File: config.mk
export PLATFORM = sky130hd
export DESIGN_NAME = digit_roi_sequencer_flat
export DESIGN_NICKNAME = d
export VERILOG_FILES = /design/src/rtl/digit_pkg.sv /design/src/rtl/digit_roi_sequencer_if.sv /design/src/rtl/border_fetch.sv /design/src/rtl/digit_roi_sequencer.sv /design/src/flat_wrapper.sv
export SDC_FILE = /design/constraint.sdc
export NUM_CORES = 1
export LEC_CHECK = 0
export CAP_MARGIN = 20
export CORE_ASPECT_RATIO = 1.75
export CORE_UTILIZATION = 47
export CTS_BUF_LIST = sky130_fd_sc_hd__clkbuf_4 sky130_fd_sc_hd__clkbuf_8 sky130_fd_sc_hd__clkbuf_16
export DETAILED_ROUTE_END_ITERATION = 12
export PLACE_DENSITY = 0.84
export SYNTH_ARGS = -nofsm -noshare
export SYNTH_HDL_FRONTEND = slang
export SYNTH_HIERARCHICAL = 1
export SYNTH_SLANG_ARGS = --single-unit
File: constraint.sdc
create_clock -name clk -period 3.6 [get_ports clk]
set_clock_uncertainty 0.15 [all_clocks]
set_input_delay 0.72 -clock clk [delete_from_list [all_inputs] [get_ports clk]]
set_output_delay 0.72 -clock clk [all_outputs]
set_load 0.005 [all_outputs]
File: src/rtl/digit_pkg.sv
// digit_pkg: shared FSM encoding, widths and border-address helper for the ROI sequencer
package digit_pkg;
  localparam int COORD_W = 11;
  localparam int IDX_W = 4;
  typedef enum logic [2:0] {
    IDLE, RD_TOP, RD_BOT, RD_LEFT, RD_RIGHT, CHECK, PRESENT, DONE
  } state_t;
  function automatic logic [IDX_W+1:0] border_addr(input logic [IDX_W-1:0] k, input logic hi);
    return {1'b0, k, 1'b0} + (hi ? 6'd2 : 6'd1);
  endfunction
endpackage

File: src/rtl/digit_roi_sequencer_if.sv
// digit_roi_sequencer_if: ROI valid/ready bus towards the digit feature extractor
// master drives roi_valid, roi_x0/x1, roi_y0/y1, roi_idx, roi_last; slave drives roi_ready
interface digit_roi_sequencer_if;
  import digit_pkg::*;
  logic roi_valid;
  logic roi_ready;
  logic roi_last;
  logic [COORD_W-1:0] roi_x0, roi_x1, roi_y0, roi_y1;
  logic [IDX_W-1:0] roi_idx;
  modport master(output roi_valid, roi_x0, roi_x1, roi_y0, roi_y1, roi_idx, roi_last, input roi_ready);
  modport slave(input roi_valid, roi_x0, roi_x1, roi_y0, roi_y1, roi_idx, roi_last, output roi_ready);
endinterface

File: src/rtl/border_fetch.sv
// border_fetch: one border-RAM read port with 1-cycle read latency
// req/addr load the read address; data_ok marks the cycle in which data holds the zero-extended RAM word
module border_fetch
  import digit_pkg::*;
#(
  parameter int DEPBIT = 10
) (
  input  logic               clk,
  input  logic               rst_n,
  input  logic               req,
  input  logic [DEPBIT-1:0]  addr,
  output logic [DEPBIT-1:0]  addr_rd,
  input  logic [DEPBIT-1:0]  data_rd,
  output logic [COORD_W-1:0] data,
  output logic               data_ok
);
  logic pend;
  always_ff @(posedge clk or negedge rst_n)
    if (!rst_n) begin
      addr_rd <= '0;
      pend <= 1'b0;
      data_ok <= 1'b0;
    end else begin
      if (req) addr_rd <= addr;
      pend <= req;
      data_ok <= pend;
    end
  assign data = COORD_W'(data_rd);
endmodule

File: src/rtl/digit_roi_sequencer.sv
// digit_roi_sequencer: reads row/column border pairs and issues one ROI per digit in row-major order
// project_done_flag (rising edge triggers), num_col/num_row counts, col/row border RAM read ports,
// roi bus (master), seq_busy/seq_done/seq_err/seq_ovr status
module digit_roi_sequencer
  import digit_pkg::*;
#(
  parameter int NUM_ROW = 1,
  parameter int NUM_COL = 4,
  parameter int DEPBIT = 10
) (
  input  logic                clk,
  input  logic                rst_n,
  input  logic                project_done_flag,
  input  logic [3:0]          num_col,
  input  logic [3:0]          num_row,
  output logic [DEPBIT-1:0]   col_border_addr_rd,
  input  logic [DEPBIT-1:0]   col_border_data_rd,
  output logic [DEPBIT-1:0]   row_border_addr_rd,
  input  logic [DEPBIT-1:0]   row_border_data_rd,
  digit_roi_sequencer_if.master roi,
  output logic                seq_busy,
  output logic                seq_done,
  output logic                seq_err,
  output logic                seq_ovr
);
  localparam logic [IDX_W-1:0] NC = IDX_W'(NUM_COL);
  localparam logic [IDX_W-1:0] NR = IDX_W'(NUM_ROW);
  state_t state, state_nxt;
  logic flag_q, trig, clamp, bad, adv_c, adv_r, go;
  logic col_req, row_req, col_ok, row_ok;
  logic [IDX_W-1:0] nce, nre, nce_in, nre_in, c, r, c_nxt, r_nxt;
  logic [COORD_W-1:0] x0, x1, y0, y1, col_data, row_data;
  logic [DEPBIT-1:0] col_addr, row_addr;
  assign trig = project_done_flag & ~flag_q;
  assign nce_in = num_col > NC ? NC : num_col;
  assign nre_in = num_row > NR ? NR : num_row;
  assign clamp = (num_col > NC) || (num_row > NR);
  // unsigned compare also rejects bounds that wrapped below zero
  assign bad = (x1 <= x0) || (y1 <= y0);
  assign adv_c = (c + 4'd1) < nce;
  assign adv_r = (r + 4'd1) < nre;
  always_ff @(posedge clk or negedge rst_n)
    if (!rst_n) begin
      state <= IDLE;
      c <= '0;
      r <= '0;
    end else begin
      state <= state_nxt;
      c <= c_nxt;
      r <= r_nxt;
    end
  always_comb begin
    state_nxt = state;
    c_nxt = c;
    r_nxt = r;
    go = 1'b0;
    case (state)
      IDLE: if (trig) begin
        state_nxt = (nce_in == '0 || nre_in == '0) ? DONE : RD_TOP;
        c_nxt = '0;
        r_nxt = '0;
      end
      RD_TOP:   state_nxt = row_ok ? RD_BOT : RD_TOP;
      RD_BOT:   state_nxt = row_ok ? RD_LEFT : RD_BOT;
      RD_LEFT:  state_nxt = col_ok ? RD_RIGHT : RD_LEFT;
      RD_RIGHT: state_nxt = col_ok ? CHECK : RD_RIGHT;
      CHECK: begin
        state_nxt = PRESENT;
        go = bad;
      end
      PRESENT:  go = roi.roi_ready;
      default:  state_nxt = IDLE;
    endcase
    if (go) begin
      state_nxt = adv_c ? RD_LEFT : adv_r ? RD_TOP : DONE;
      c_nxt = adv_c ? c + 4'd1 : '0;
      r_nxt = (!adv_c && adv_r) ? r + 4'd1 : r;
    end
  end
  // fetch addresses follow the next state so each read state starts with its address already driven
  assign row_req = (state_nxt == RD_TOP || state_nxt == RD_BOT) && state_nxt != state;
  assign col_req = (state_nxt == RD_LEFT || state_nxt == RD_RIGHT) && state_nxt != state;
  assign row_addr = DEPBIT'(border_addr(r_nxt, state_nxt == RD_BOT));
  assign col_addr = DEPBIT'(border_addr(c_nxt, state_nxt == RD_RIGHT));
  border_fetch #(.DEPBIT(DEPBIT)) u_row (
    .clk, .rst_n, .req(row_req), .addr(row_addr), .addr_rd(row_border_addr_rd),
    .data_rd(row_border_data_rd), .data(row_data), .data_ok(row_ok)
  );
  border_fetch #(.DEPBIT(DEPBIT)) u_col (
    .clk, .rst_n, .req(col_req), .addr(col_addr), .addr_rd(col_border_addr_rd),
    .data_rd(col_border_data_rd), .data(col_data), .data_ok(col_ok)
  );
  always_ff @(posedge clk or negedge rst_n)
    if (!rst_n) begin
      flag_q <= 1'b0;
      nce <= '0;
      nre <= '0;
      x0 <= '0;
      x1 <= '0;
      y0 <= '0;
      y1 <= '0;
      seq_err <= 1'b0;
    end else begin
      flag_q <= project_done_flag;
      if (state == IDLE && trig) begin
        nce <= nce_in;
        nre <= nre_in;
        seq_err <= clamp;
      end else if (state == CHECK && bad) seq_err <= 1'b1;
      if (row_ok && state == RD_TOP) y0 <= row_data;
      if (row_ok && state == RD_BOT) y1 <= row_data;
      if (col_ok && state == RD_LEFT) x0 <= col_data;
      if (col_ok && state == RD_RIGHT) x1 <= col_data;
    end
  assign roi.roi_valid = state == PRESENT;
  assign roi.roi_x0 = x0;
  assign roi.roi_x1 = x1;
  assign roi.roi_y0 = y0;
  assign roi.roi_y1 = y1;
  assign roi.roi_idx = r * nce + c;
  assign roi.roi_last = state == PRESENT && r == nre - 4'd1 && c == nce - 4'd1;
  assign seq_busy = state != IDLE;
  assign seq_done = state == DONE;
  assign seq_ovr = trig && state != IDLE;
endmodule

File: src/flat_wrapper.sv
// flat-port wrapper written by rule: the top's interface ports become plain ports
module digit_roi_sequencer_flat import digit_pkg::*;
#(
  parameter int NUM_ROW = 1,
  parameter int NUM_COL = 4,
  parameter int DEPBIT = 10
)
  (clk, rst_n, project_done_flag, num_col, num_row, col_border_addr_rd, col_border_data_rd, row_border_addr_rd, row_border_data_rd, seq_busy, seq_done, seq_err, seq_ovr, roi_roi_valid, roi_roi_x0, roi_roi_x1, roi_roi_y0, roi_roi_y1, roi_roi_idx, roi_roi_last, roi_roi_ready);
  digit_roi_sequencer_if roi_i ();
  input  logic clk;
  input  logic rst_n;
  input  logic project_done_flag;
  input  logic [3:0] num_col;
  input  logic [3:0] num_row;
  output logic [DEPBIT-1:0] col_border_addr_rd;
  input  logic [DEPBIT-1:0] col_border_data_rd;
  output logic [DEPBIT-1:0] row_border_addr_rd;
  input  logic [DEPBIT-1:0] row_border_data_rd;
  output logic seq_busy;
  output logic seq_done;
  output logic seq_err;
  output logic seq_ovr;
  output wire logic [$bits(roi_i.roi_valid)-1:0] roi_roi_valid;
  output wire logic [$bits(roi_i.roi_x0)-1:0] roi_roi_x0;
  output wire logic [$bits(roi_i.roi_x1)-1:0] roi_roi_x1;
  output wire logic [$bits(roi_i.roi_y0)-1:0] roi_roi_y0;
  output wire logic [$bits(roi_i.roi_y1)-1:0] roi_roi_y1;
  output wire logic [$bits(roi_i.roi_idx)-1:0] roi_roi_idx;
  output wire logic [$bits(roi_i.roi_last)-1:0] roi_roi_last;
  input wire logic [$bits(roi_i.roi_ready)-1:0] roi_roi_ready;
  assign roi_roi_valid = roi_i.roi_valid;
  assign roi_roi_x0 = roi_i.roi_x0;
  assign roi_roi_x1 = roi_i.roi_x1;
  assign roi_roi_y0 = roi_i.roi_y0;
  assign roi_roi_y1 = roi_i.roi_y1;
  assign roi_roi_idx = roi_i.roi_idx;
  assign roi_roi_last = roi_i.roi_last;
  assign roi_i.roi_ready = roi_roi_ready;
  digit_roi_sequencer #(.NUM_ROW(NUM_ROW), .NUM_COL(NUM_COL), .DEPBIT(DEPBIT)) u_core (.clk(clk), .rst_n(rst_n), .project_done_flag(project_done_flag), .num_col(num_col), .num_row(num_row), .col_border_addr_rd(col_border_addr_rd), .col_border_data_rd(col_border_data_rd), .row_border_addr_rd(row_border_addr_rd), .row_border_data_rd(row_border_data_rd), .roi(roi_i), .seq_busy(seq_busy), .seq_done(seq_done), .seq_err(seq_err), .seq_ovr(seq_ovr));
endmodule
==> metrics.yaml, run 1 <==
run_status:
  outcome: "complete, but fails checks"
  violations: "setup timing"
floorplanning:
  initial_core_util_pct: 48.1
  io_pins: 106
  rows: 50
  coreArea_um2: 10600
  die_width_um: 80.8
  die_h_um: 140
  die-area_um2: 11300
timing:
  post-route-period-util_pct: 110
  rsz0062_at_grt: "true"
  maxSlewViolCount: 0
  finalWorstSetupSlack_ns: -0.344
  relSlewSlack_pct: 52.3
  fin_crit_ns: 3.94
  tightest_slew_ns: 0.698
  setup_viol: 1
  fmax_mhz: 254
  hold_viol_final: 0
setup_path:
  endpoint_kind: "output pin"
  criticalPathCategory: "reg2out"
  worstSetupStartpointType: "register"
  path_max_fanout: 2
  cp.required_ns: 2.73
  cp.arrival_ns: 3.07
clock_network:
  clkTransAtPathRegs_ns: 0.06
  clock_latency_ns: 0.34
  cts_max_level: 3
  clock_path_buffers: 2
  cts_tree: "yes"
  hold_buffers: 0
  cts_root_buf: "clkbuf_16"
  numCtsBuffers: 9
  clock_sinks: 89
final_layout:
  fin_util_pct: 64.2
  stdcell_area_um2: 6830
  area_growth_pct: 33.7
  final_common_cell: "clkdlybuf4s50_1"
  diodes: 0
  nNetsFinal: 660
  final_cell_mix: "clkdlybuf4s50_1, dfrtp_1, inv_1, nand2_1, ha_1"
  drive_above_1_share_pct: 22.7
placed_design:
  place_congestion: 0.903
  dpl_cell_area_um2: 6290
  dp_hpwl_mm: 8.60
  portBuffers: 105
global_route:
  grt_remaining_overflow: 0
  grt_first_pass_wirelength_mm: 18.8
  grt_pass1_vias: 3999
  grt_max_degree: 90
  grt_usage_pct: 21.7
  antenna_found_initial: 0
synthesis:
  async_flop_share_pct: 100
  yosysUniqueCellTypes: 53
  yosysWarnings: 6
  synth_edf_count: 0
  synth_cells: 467
  synth-main-ff-cell: "dfrtp_1"
  ys_seq_area_share_pct: 43.6
  ys_ff_latch: 89
  syn_avg_cell_area_um2: 10.9
  syn-cell-area_um2: 5110
detailed_routing:
  wl_mm: 11.8
  ant_nets: 0
  drt_pass1_iterations: 6
  via_count: 3783
  vias_per_cell: 5.28
  drt-initial-drc-count: 201
  drc: 0
  routedWlPerCell_um: 16.5
worst_hold_path:
  worstHoldPathType: "in2async"
run:
  cap_violations: 0
power_and_ir_drop:
  cellPowerDensity_nw_per_um2: 912
  p_leak_nw: 3.05
  irDropWorstVdd_mv: 0.516
-- Yosys cell counts, drive strengths merged (8+ instances only) --
cell / instances / area, um^2
nor3: 9 / 50.1
clkbuf: 10 / 37.5
inv: 39 / 146
nor2: 22 / 82.6
nand3: 8 / 40.0
o21ai: 23 / 115
buf: 26 / 203
a21oi: 15 / 75.1
nand2: 34 / 128
dfrtp: 89 / 2230
mux2: 53 / 672
xnor2: 19 / 166
ha: 44 / 551
-- power breakdown --
group / internal (mW) / switching (mW) / leakage [nW]
sequential: 1.44 / 0.380 / 1.09
combinational: 1.97 / 1.47 / 1.81
clock: 0.557 / 0.411 / 0.153
total: 3.97 / 2.26 / 3.05
-- kinds of logic after synthesis --
family	count (synthesis)	share of synthesized area, %
xor+xnor	24	4.11
flops	89	43.6
simple gates	112	10.8
mux	56	13.7
other cells	3	0.220
compound gates	62	8.42
buf+inv	75	7.56
fa+ha+maj	46	11.6
-- worst paths after layout --
kind | start | endpoint | slack [ns] | cells past startpoint
min in group clk | u_core/u_col/pend | u_core/u_col/data_ok | 0.21 | 0
max in group asynchronous | rst_n | u_core/u_row/addr_rd[7] | 2.52 | 2
worst max register to register | u_core/roi.roi_x0[5] | u_core/u_col/addr_rd[3] | 0.06 | 14
worst max-delay path | u_core/r[1] | roi_roi_idx[3] | -0.34 | 12
worst min-delay path | rst_n | u_core/nre[3] | 0.14 | 1
worst min register to register | u_core/u_col/pend | u_core/u_col/data_ok | 0.21 | 0
-- what timing repair did --
| action | 4_1_cts | 5_1_grt |
|---|---|---|
| setup buffers | 1 | 7 |
| resized for setup | 10 | 27 |
| setup endpoints to repair | 4 | 10 |
| pin swaps | 9 | 21 |
-- metal layers --
| metal | share of wire (%) | global-route usage, % | vias to the layer above |
|---|---|---|---|
| met5 | 0 | 0 | - |
| li1 | - | - | 1793 |
| met1 | 39 | 24.6 | 1862 |
| met3 | 3.5 | 3.26 | 33 |
| met4 | 3.5 | 11.0 | 0 |
| met2 | 54 | 38.3 | 95 |
-- registers in the layout, indices dropped and copies added (netlist names) --
signal and cells:
u_core/roi.roi_x0 11, u_core/roi.roi_x1 11, u_core/roi.roi_y0 11, u_core/roi.roi_y1 11
u_core/u_col/addr_rd 10, u_core/u_row/addr_rd 10, u_core/c 4, u_core/nce 4
u_core/nre 4, u_core/r 4, u_core/state 3, u_core/flag_q 1
u_core/seq_err 1, u_core/u_col/data_ok 1, u_core/u_col/pend 1, u_core/u_row/data_ok 1
u_core/u_row/pend 1
-- area by class of cell --
| class | instances | area (um^2) |
|---|---|---|
| clock inverters | 6 | 76.3 |
| inverters | 39 | 146 |
| well taps | 130 | 163 |
| repair buffers | 133 | 1280 |
| multi-input cells | 310 | 2700 |
| fillers | 856 | 3800 |
| clock buffers | 10 | 233 |
| flip-flops and latches | 89 | 2230 |
-- stage by stage --
stage / power (mW) / setup slack [ns] / hold WS, ns / TNS (ns) / instances
2_1_floorplan: 3.59 / 0.0455 / 0.181 / 0 / 474
3_3_place_gp: 4.86 / -0.418 / 0.187 / -0.418 / 693
3_5_place_dp: 5.01 / -0.502 / 0.196 / -0.556 / 693
4_1_cts: 6.01 / -0.408 / 0.211 / -0.408 / 710
5_1_grt: 6.68 / -0.459 / 0.163 / -0.588 / 717
6_report: 6.23 / -0.344 / 0.144 / -0.344 / 717
-- critical path, stage by stage (launching register included) --
cell     delay (ns)
dfrtp_1        0.40
and2_4         0.17
ha_4           0.21
ha_4           0.26
inv_2          0.03
fa_1           0.51
inv_2          0.04
fa_2           0.39
xnor2_2        0.17
xnor2_1        0.15
xnor2_1        0.15
xnor2_1        0.13
buf_2          0.12
(Power assumes the default switching activity.)
==> run 2: changes to the inputs <==
--- a/config.mk
+++ b/config.mk
@@ -5,13 +5,15 @@
 export SDC_FILE = /design/constraint.sdc
 export NUM_CORES = 1
 export LEC_CHECK = 0
+export ABC_AREA = 1
 export CAP_MARGIN = 20
 export CORE_ASPECT_RATIO = 1.75
-export CORE_UTILIZATION = 47
+export CORE_UTILIZATION = 48
 export CTS_BUF_LIST = sky130_fd_sc_hd__clkbuf_4 sky130_fd_sc_hd__clkbuf_8 sky130_fd_sc_hd__clkbuf_16
 export DETAILED_ROUTE_END_ITERATION = 12
-export PLACE_DENSITY = 0.84
+export PLACE_DENSITY = 0.85
 export SYNTH_ARGS = -nofsm -noshare
 export SYNTH_HDL_FRONTEND = slang
 export SYNTH_HIERARCHICAL = 1
 export SYNTH_SLANG_ARGS = --single-unit
+export TNS_END_PERCENT = 5
==> run 2 against run 1 <==
Effect of this change: the run still ends with setup timing left; wire length is essentially flat; utilization is 1.5 points lower; critical path depth did not move; setup slack better by 0.18 ns; via count is 14% higher; hold slack better by 0.052 ns; cell count is 23% higher; area after synthesis grew 3.1%.
==> metrics.yaml, run 2 <==
run:
  cap_violations: 0  # unchanged
detailed_routing:
  vias_per_cell: 4.90  # -7.2%
  ant_nets: 0  # unchanged
  drc: 0  # unchanged
  drt-initial-drc-count: 140  # -30%
  routedWlPerCell_um: 13.4  # -19%
  drt_pass1_iterations: 4  # -2
  wl_mm: 11.8  # about the same
  via_count: 4329  # +14%
setup_path:
  r2r_setup_slack_ns: 0.32  # +0.26 ns
  slowest_stage: "fa_1"
  worstRegToRegCells: 17  # +3
  cp.required_ns: 2.73  # about the same
  cp.arrival_ns: 2.90  # -0.17 ns
  path_delay_family: "adder cells"
  crit_path_cell_trace: "nand2_1 -> inv_1 -> ha_1 -> ha_1 -> inv_1 -> fa_1 -> inv_1 -> fa_2 -> xor2_1 -> xor2_1 -> xnor2_1 -> buf_2"
  r2r-start: "u_core/c[0]"
  max_stage_delay_ns: 0.47  # -0.04 ns
  cpMostUsedCell: "inv_1"
  path_buf_inv: 4  # +1
  path_max_fanout: 2  # unchanged
  criticalPathCategory: "reg2out"
  endpoint_kind: "output pin"
  timing.rr.end: "u_core/u_row/addr_rd[3]"
  worstSetupStartpointType: "register"
floorplanning:
  rows: 50  # unchanged
  io_pins: 106  # unchanged
  coreArea_um2: 10700  # +0.59%
  die_width_um: 81.2  # +0.48%
  initial_core_util_pct: 49.3  # +1.2 points
  die-area_um2: 11400  # +0.96%
  die_h_um: 141  # +0.48%
final_layout:
  drive_above_1_share_pct: 9.02  # -14 points
  area_growth_pct: 27.3
  diodes: 0  # unchanged
  final_cell_mix: "nand2_1, clkdlybuf4s50_1, inv_1, dfrtp_1, o21ai_0"
  nNetsFinal: 828  # +25%
  stdcell_area_um2: 6710  # -1.8%
  final_common_cell: "nand2_1"
clock_network:
  clkTransAtPathRegs_ns: 0.06  # about the same
  clock_path_buffers: 2  # unchanged
  cts_max_level: 3  # unchanged
  cts_tree: "yes"
  numCtsBuffers: 9  # unchanged
  cts_root_buf: "clkbuf_16"
  clock_latency_ns: 0.34  # about the same
  clock_sinks: 89  # unchanged
timing:
  tns_ns: -0.167  # +0.177 ns
  finalWorstSetupSlack_ns: -0.167  # +0.177 ns
  rsz0062_at_grt: "true"
  post-route-period-util_pct: 105  # -4.9 points
  timing.hold.ws_ns: 0.196  # +0.0522 ns
  maxSlewViolCount: 0  # unchanged
  hold_viol_final: 0  # unchanged
  tightest_slew_ns: 0.565  # -0.132 ns
  relSlewSlack_pct: 62.3  # +10 points
  fmax_mhz: 265  # +4.7%
  setup_viol: 1  # unchanged
  fin_crit_ns: 3.77  # -0.177 ns
synthesis:
  ys_seq_area_share_pct: 42.2  # -1.3 points
  yosys.area.top_type: "dfrtp_1"
  synth_edf_count: 0  # unchanged
  yosysWarnings: 6  # unchanged
  async_flop_share_pct: 100  # unchanged
  syn_avg_cell_area_um2: 8.16  # -25%
  ys_ff_latch: 89  # unchanged
  syn-cell-area_um2: 5270  # +3.1%
  synthTopCellsByCount: "nand2_1, inv_1, dfrtp_1"
  yosysUniqueCellTypes: 43  # -19%
  synth_cells: 646  # +38%
  yosysMostFrequentCell: "nand2_1"
  synth-main-ff-cell: "dfrtp_1"
  synth_top_area_share_pct: 42.2  # -1.3 points
  ys_top_cells_by_area: "dfrtp_1, nand2_1, ha_1"
power_and_ir_drop:
  p_total_mw: 6.28  # +0.68%
  cellPowerDensity_nw_per_um2: 935  # +2.5%
  irDropWorstVdd_mv: 0.500  # -3.0%
  p_leak_nw: 3.52  # +15%
run_status:
  violations: "setup timing"
  outcome: "complete, but fails checks"
placed_design:
  place_congestion: 0.870  # -3.6%
  portBuffers: 105  # unchanged
  dpl_cell_area_um2: 6380  # +1.5%
  dp_hpwl_mm: 8.96  # +4.1%
  place_ws_ns: -0.374  # +0.129 ns
global_route:
  grt_usage_pct: 22.2  # +0.53 points
  grt_remaining_overflow: 0  # unchanged
  grt_max_degree: 90  # unchanged
  antenna_found_initial: 0  # unchanged
  grt_first_pass_wirelength_mm: 19.5  # +3.5%
  grt_pass1_vias: 4314  # +7.9%
worst_hold_path:
  worstHoldPathType: "in2async"
==> run 2: cell types whose count changed in the layout (fill, tap and decap cells not counted), sizes merged, moves of 5 or more <==
| cell | before | now |
|---|---|---|
| or2 | 6 | 1 |
| o21ai | 23 | 54 |
| a21oi | 15 | 7 |
| nand2 | 34 | 198 |
| nor2 | 22 | 27 |
| xnor2 | 19 | 10 |
| and2 | 6 | 1 |
| mux2 | 53 | 1 |
| buf | 31 | 19 |
| xor2 | 5 | 13 |
| and3 | 6 | 1 |
| inv | 41 | 106 |
| nand3 | 8 | 31 |
==> run 2: layout make-up <==
type,instances,area [um^2]
Clock inverter,5,65.1
Multi-Input combinational cell,422,2430
Timing Repair Buffer,122,1190
Sequential cell,89,2230
Clock buffer,10,239
Tap cell,130,163
Fill cell,926,3990
Inverter,106,400
==> run 2: cell families (layout without fill, tap and decap cells) <==
kind of cell	count (synthesis)	in the layout	synth area share (%)
other	3	10	0.214
buffers and inverters	142	243	12.2
XOR/XNOR	23	23	3.96
AO/OA/AOI/OAI	73	73	7.59
multiplexers	1	1	0.214
AND/OR/NAND/NOR	269	269	22.4
adder cells (fa/ha/maj)	46	46	11.2
flip-flops	89	89	42.2
==> run 2: worst max-delay path by stage <==
stage                        startpoint              to  slack (ns)  cells after the start
after detailed placement    u_core/r[1]  roi_roi_idx[3]       -0.37                     12
after global routing      u_core/nce[2]  roi_roi_idx[3]       -0.29                     12
after global placement      u_core/r[1]  roi_roi_idx[3]       -0.37                     12
after CTS                   u_core/r[0]  roi_roi_idx[3]       -0.19                     12
after floorplan             u_core/r[1]  roi_roi_idx[3]        0.03                     12
final                     u_core/nce[2]  roi_roi_idx[3]       -0.17                     12
==> run 2: routing by layer <==
metal  track usage [%]  vias to the layer above  wire, um
met3              3.50                       24       459
met2              40.6                       99      6390
met1              24.7                     2027      4650
li1                  -                     2179         -
met5                 0                        -         0
met4              9.40                        0       333
==> run 2: metrics by stage <==
stage               utilization, %  std cells
floorplan                        -        653
global placement              59.6        867
detailed placement            59.6        867
CTS                           62.5        883
global route                  62.7        884
finish                        62.7        884
==> run 2: where the power goes <==
part / switching, mW / internal (mW) / leakage [nW]
clock network: 0.391 / 0.559 / 0.143
logic: 1.88 / 1.64 / 2.27
registers: 0.341 / 1.46 / 1.11
total: 2.61 / 3.66 / 3.52
==> run 2: timing repair <==
item | 4_1_cts | 5_1_grt
hold buffers | 0 | 0
resized for setup | 6 | 2
setup buffers | 1 | 0
pin swaps | 6 | 0
endpoints found under the setup margin | 2 | 2
==> run 2: worst reg2reg max path: stages (launching register included) <==
cell     delay (ns)
dfrtp_1        0.47
nand3_1        0.13
xnor2_1        0.25
ha_1           0.29
nand2_1        0.08
nand2_1        0.06
a31oi_1        0.29
inv_1          0.14
nand2_1        0.12
inv_1          0.12
nand2_4        0.11
xor2_1         0.16
nor2_1         0.09
ha_1           0.23
ha_1           0.21
xor2_1         0.17
nand2_1        0.07
nand2_1        0.05
==> run 3: changes to the inputs <==
--- a/config.mk
+++ b/config.mk
@@ -10,8 +10,10 @@
 export CORE_ASPECT_RATIO = 1.75
 export CORE_UTILIZATION = 48
 export CTS_BUF_LIST = sky130_fd_sc_hd__clkbuf_4 sky130_fd_sc_hd__clkbuf_8 sky130_fd_sc_hd__clkbuf_16
+export CTS_CLUSTER_SIZE = 12
 export DETAILED_ROUTE_END_ITERATION = 12
-export PLACE_DENSITY = 0.85
+export PLACE_DENSITY = 0.84
+export SKIP_LAST_GASP = 1
 export SYNTH_ARGS = -nofsm -noshare
 export SYNTH_HDL_FRONTEND = slang
 export SYNTH_HIERARCHICAL = 1
==> run 3 against run 2 <==
Effect of this change: the flow still finishes with violations (setup timing); critical path depth is the same; count of clock-buffer cells in the layout is the same; critical path type unchanged; global-route usage grew 0.90 points; non-clock buffer count up 1; sequential power barely moved.
==> metrics.yaml, run 3 (synthesis results as in run 2) <==
detailed_routing:
  wl_mm: 12.3  # +4.2%
  via_count: 4398  # +1.6%
  drt_pass1_iterations: 4  # unchanged
  ant_nets: 0  # unchanged
  vias_per_cell: 4.96  # +1.4%
  drc: 0  # unchanged
  drt-initial-drc-count: 162  # +16%
  routedWlPerCell_um: 13.9  # +4.0%
global_route:
  use_met2_pct: 42.3  # +1.6 points
  grt_remaining_overflow: 0  # unchanged
  grt_first_pass_wirelength_mm: 20.2  # +3.9%
  grt_pass1_vias: 4492  # +4.1%
  globalRouteMet3Util_pct: 2.85  # -0.65 points
  antenna_found_initial: 0  # unchanged
  busiest_layer: "met2"
  grt_usage_pct: 23.1  # +0.90 points
  grt_max_degree: 54  # -40%
  use_met1_pct: 25.2  # +0.51 points
placed_design:
  portBuffers: 105  # unchanged
  dp_hpwl_mm: 9.38  # +4.7%
  place_congestion: 0.866  # -0.52%
  dp.cells: 867  # unchanged
  dpl_cell_area_um2: 6380  # unchanged
timing:
  maxSlewViolCount: 0  # unchanged
  post-route-period-util_pct: 104  # -0.51 points
  relSlewSlack_pct: 53.5  # -8.8 points
  fin_crit_ns: 3.75  # -0.0183 ns
  finalWorstSetupSlack_ns: -0.149  # +0.0183 ns
  setup_viol: 1  # unchanged
  fmax_mhz: 267  # +0.49%
  hold_viol_final: 0  # unchanged
  rsz0062_at_grt: "true"
  tightest_slew_ns: 0.698  # +0.132 ns
worst_hold_path:
  min_path_cells: 0
  worstHoldPathType: "reg2reg"
setup_path:
  criticalPathCategory: "reg2out"
  worstSetupStartpointType: "register"
  worstRegToRegCells: 17  # unchanged
  cp.arrival_ns: 2.88  # -0.02 ns
  endpoint_kind: "output pin"
  path_max_fanout: 2  # unchanged
  cp.required_ns: 2.73  # about the same
final_layout:
  final_common_cell: "nand2_1"
  diodes: 0  # unchanged
  instances_no_fill: 886  # +0.23%
  area_growth_pct: 28.2
  drive_above_1_share_pct: 9.79  # +0.77 points
  fin_util_pct: 63.2  # +0.46 points
  fillCellCount: 910  # -1.7%
  stdcell_area_um2: 6760  # +0.73%
  final_cell_mix: "nand2_1, clkdlybuf4s50_1, inv_1, dfrtp_1, o21ai_0"
  nNetsFinal: 829  # +0.12%
  seq_area_um2: 2230  # unchanged
  multi_input_area_um2: 2460  # +1.3%
run:
  cap_violations: 0  # unchanged
clock_network:
  clock_path_buffers: 2  # unchanged
  clkTransAtPathRegs_ns: 0.06  # about the same
  clock_latency_ns: 0.34  # about the same
  clock_sinks: 89  # unchanged
  cts_root_buf: "clkbuf_16"
  cts_tree: "yes"
  cts_max_level: 3  # unchanged
  numCtsBuffers: 9  # unchanged
run_status:
  violations: "setup timing"
  outcome: "complete, but fails checks"
floorplanning:
  rows: 50  # unchanged
  die_h_um: 141  # unchanged
  coreArea_um2: 10700  # unchanged
  initial_core_util_pct: 49.3  # unchanged
  io_pins: 106  # unchanged
  die-area_um2: 11400  # unchanged
  die_width_um: 81.2  # unchanged
power_and_ir_drop:
  irDropWorstVdd_mv: 0.587  # +17%
  cellPowerDensity_nw_per_um2: 946  # +1.1%
  p_leak_nw: 3.54  # +0.46%
  p_total_mw: 6.39  # +1.9%
run 3: worst paths after layout:
| path | slack [ns] | startpoint | endpoint |
|---|---|---|---|
| min in group asynchronous | 0.27 | rst_n | u_core/u_row/addr_rd[4] |
| max in group asynchronous | 2.25 | rst_n | u_core/roi.roi_x1[7] |
| worst min-delay path | 0.20 | u_core/u_col/pend | u_core/u_col/data_ok |
| worst max-delay path | -0.15 | u_core/nce[2] | roi_roi_idx[3] |
| worst min register to register | 0.20 | u_core/u_col/pend | u_core/u_col/data_ok |
| worst max register to register | 0.38 | u_core/c[1] | u_core/u_row/addr_rd[3] |
run 3: final cells by class:
cell class,instances,area share [%]
multi-input combinational,422,36.5
sequential,89,32.9
timing repair buffer,123,17.4
inverter,106,5.92
clock buffer,10,3.53
tap,130,2.41
clock inverter,6,1.33
run 3: layer usage:
metal / wire [um] / vias to the layer above
li1: - / 2190
met1: 4920 / 2092
met2: 6690 / 92
met3: 324 / 24
met4: 393 / 0
met5: 0 / -
run 3: through the flow:
step                hold WS (ns)  TNS, ns  worst slack (ns)
floorplan                  0.181        0            0.0348
global placement           0.185   -0.347            -0.347
detailed placement         0.186   -0.388            -0.388
CTS                        0.200   -0.208            -0.203
global route               0.211   -0.435            -0.287
finish                     0.200   -0.149            -0.149
run 3: power breakdown:
part	internal, mW	switching [mW]
logic	1.65	1.92
registers	1.46	0.344
clock network	0.630	0.390
run 3: worst max-delay path: stages, from the launching register on:
cell	delay, ns
dfrtp_1	0.38
nand2_1	0.07
inv_1	0.06
ha_4	0.24
ha_4	0.26
inv_2	0.03
fa_1	0.49
inv_2	0.04
fa_2	0.36
xor2_2	0.16
xor2_1	0.17
xnor2_1	0.15
buf_2	0.13
run 3: timing repair:
action                                  4_1_cts  5_1_grt
hold buffers                                  0        0
gates resized for setup                       7        4
pin swaps                                     6        3
endpoints found under the setup margin        2        3
setup buffers                                 1        2
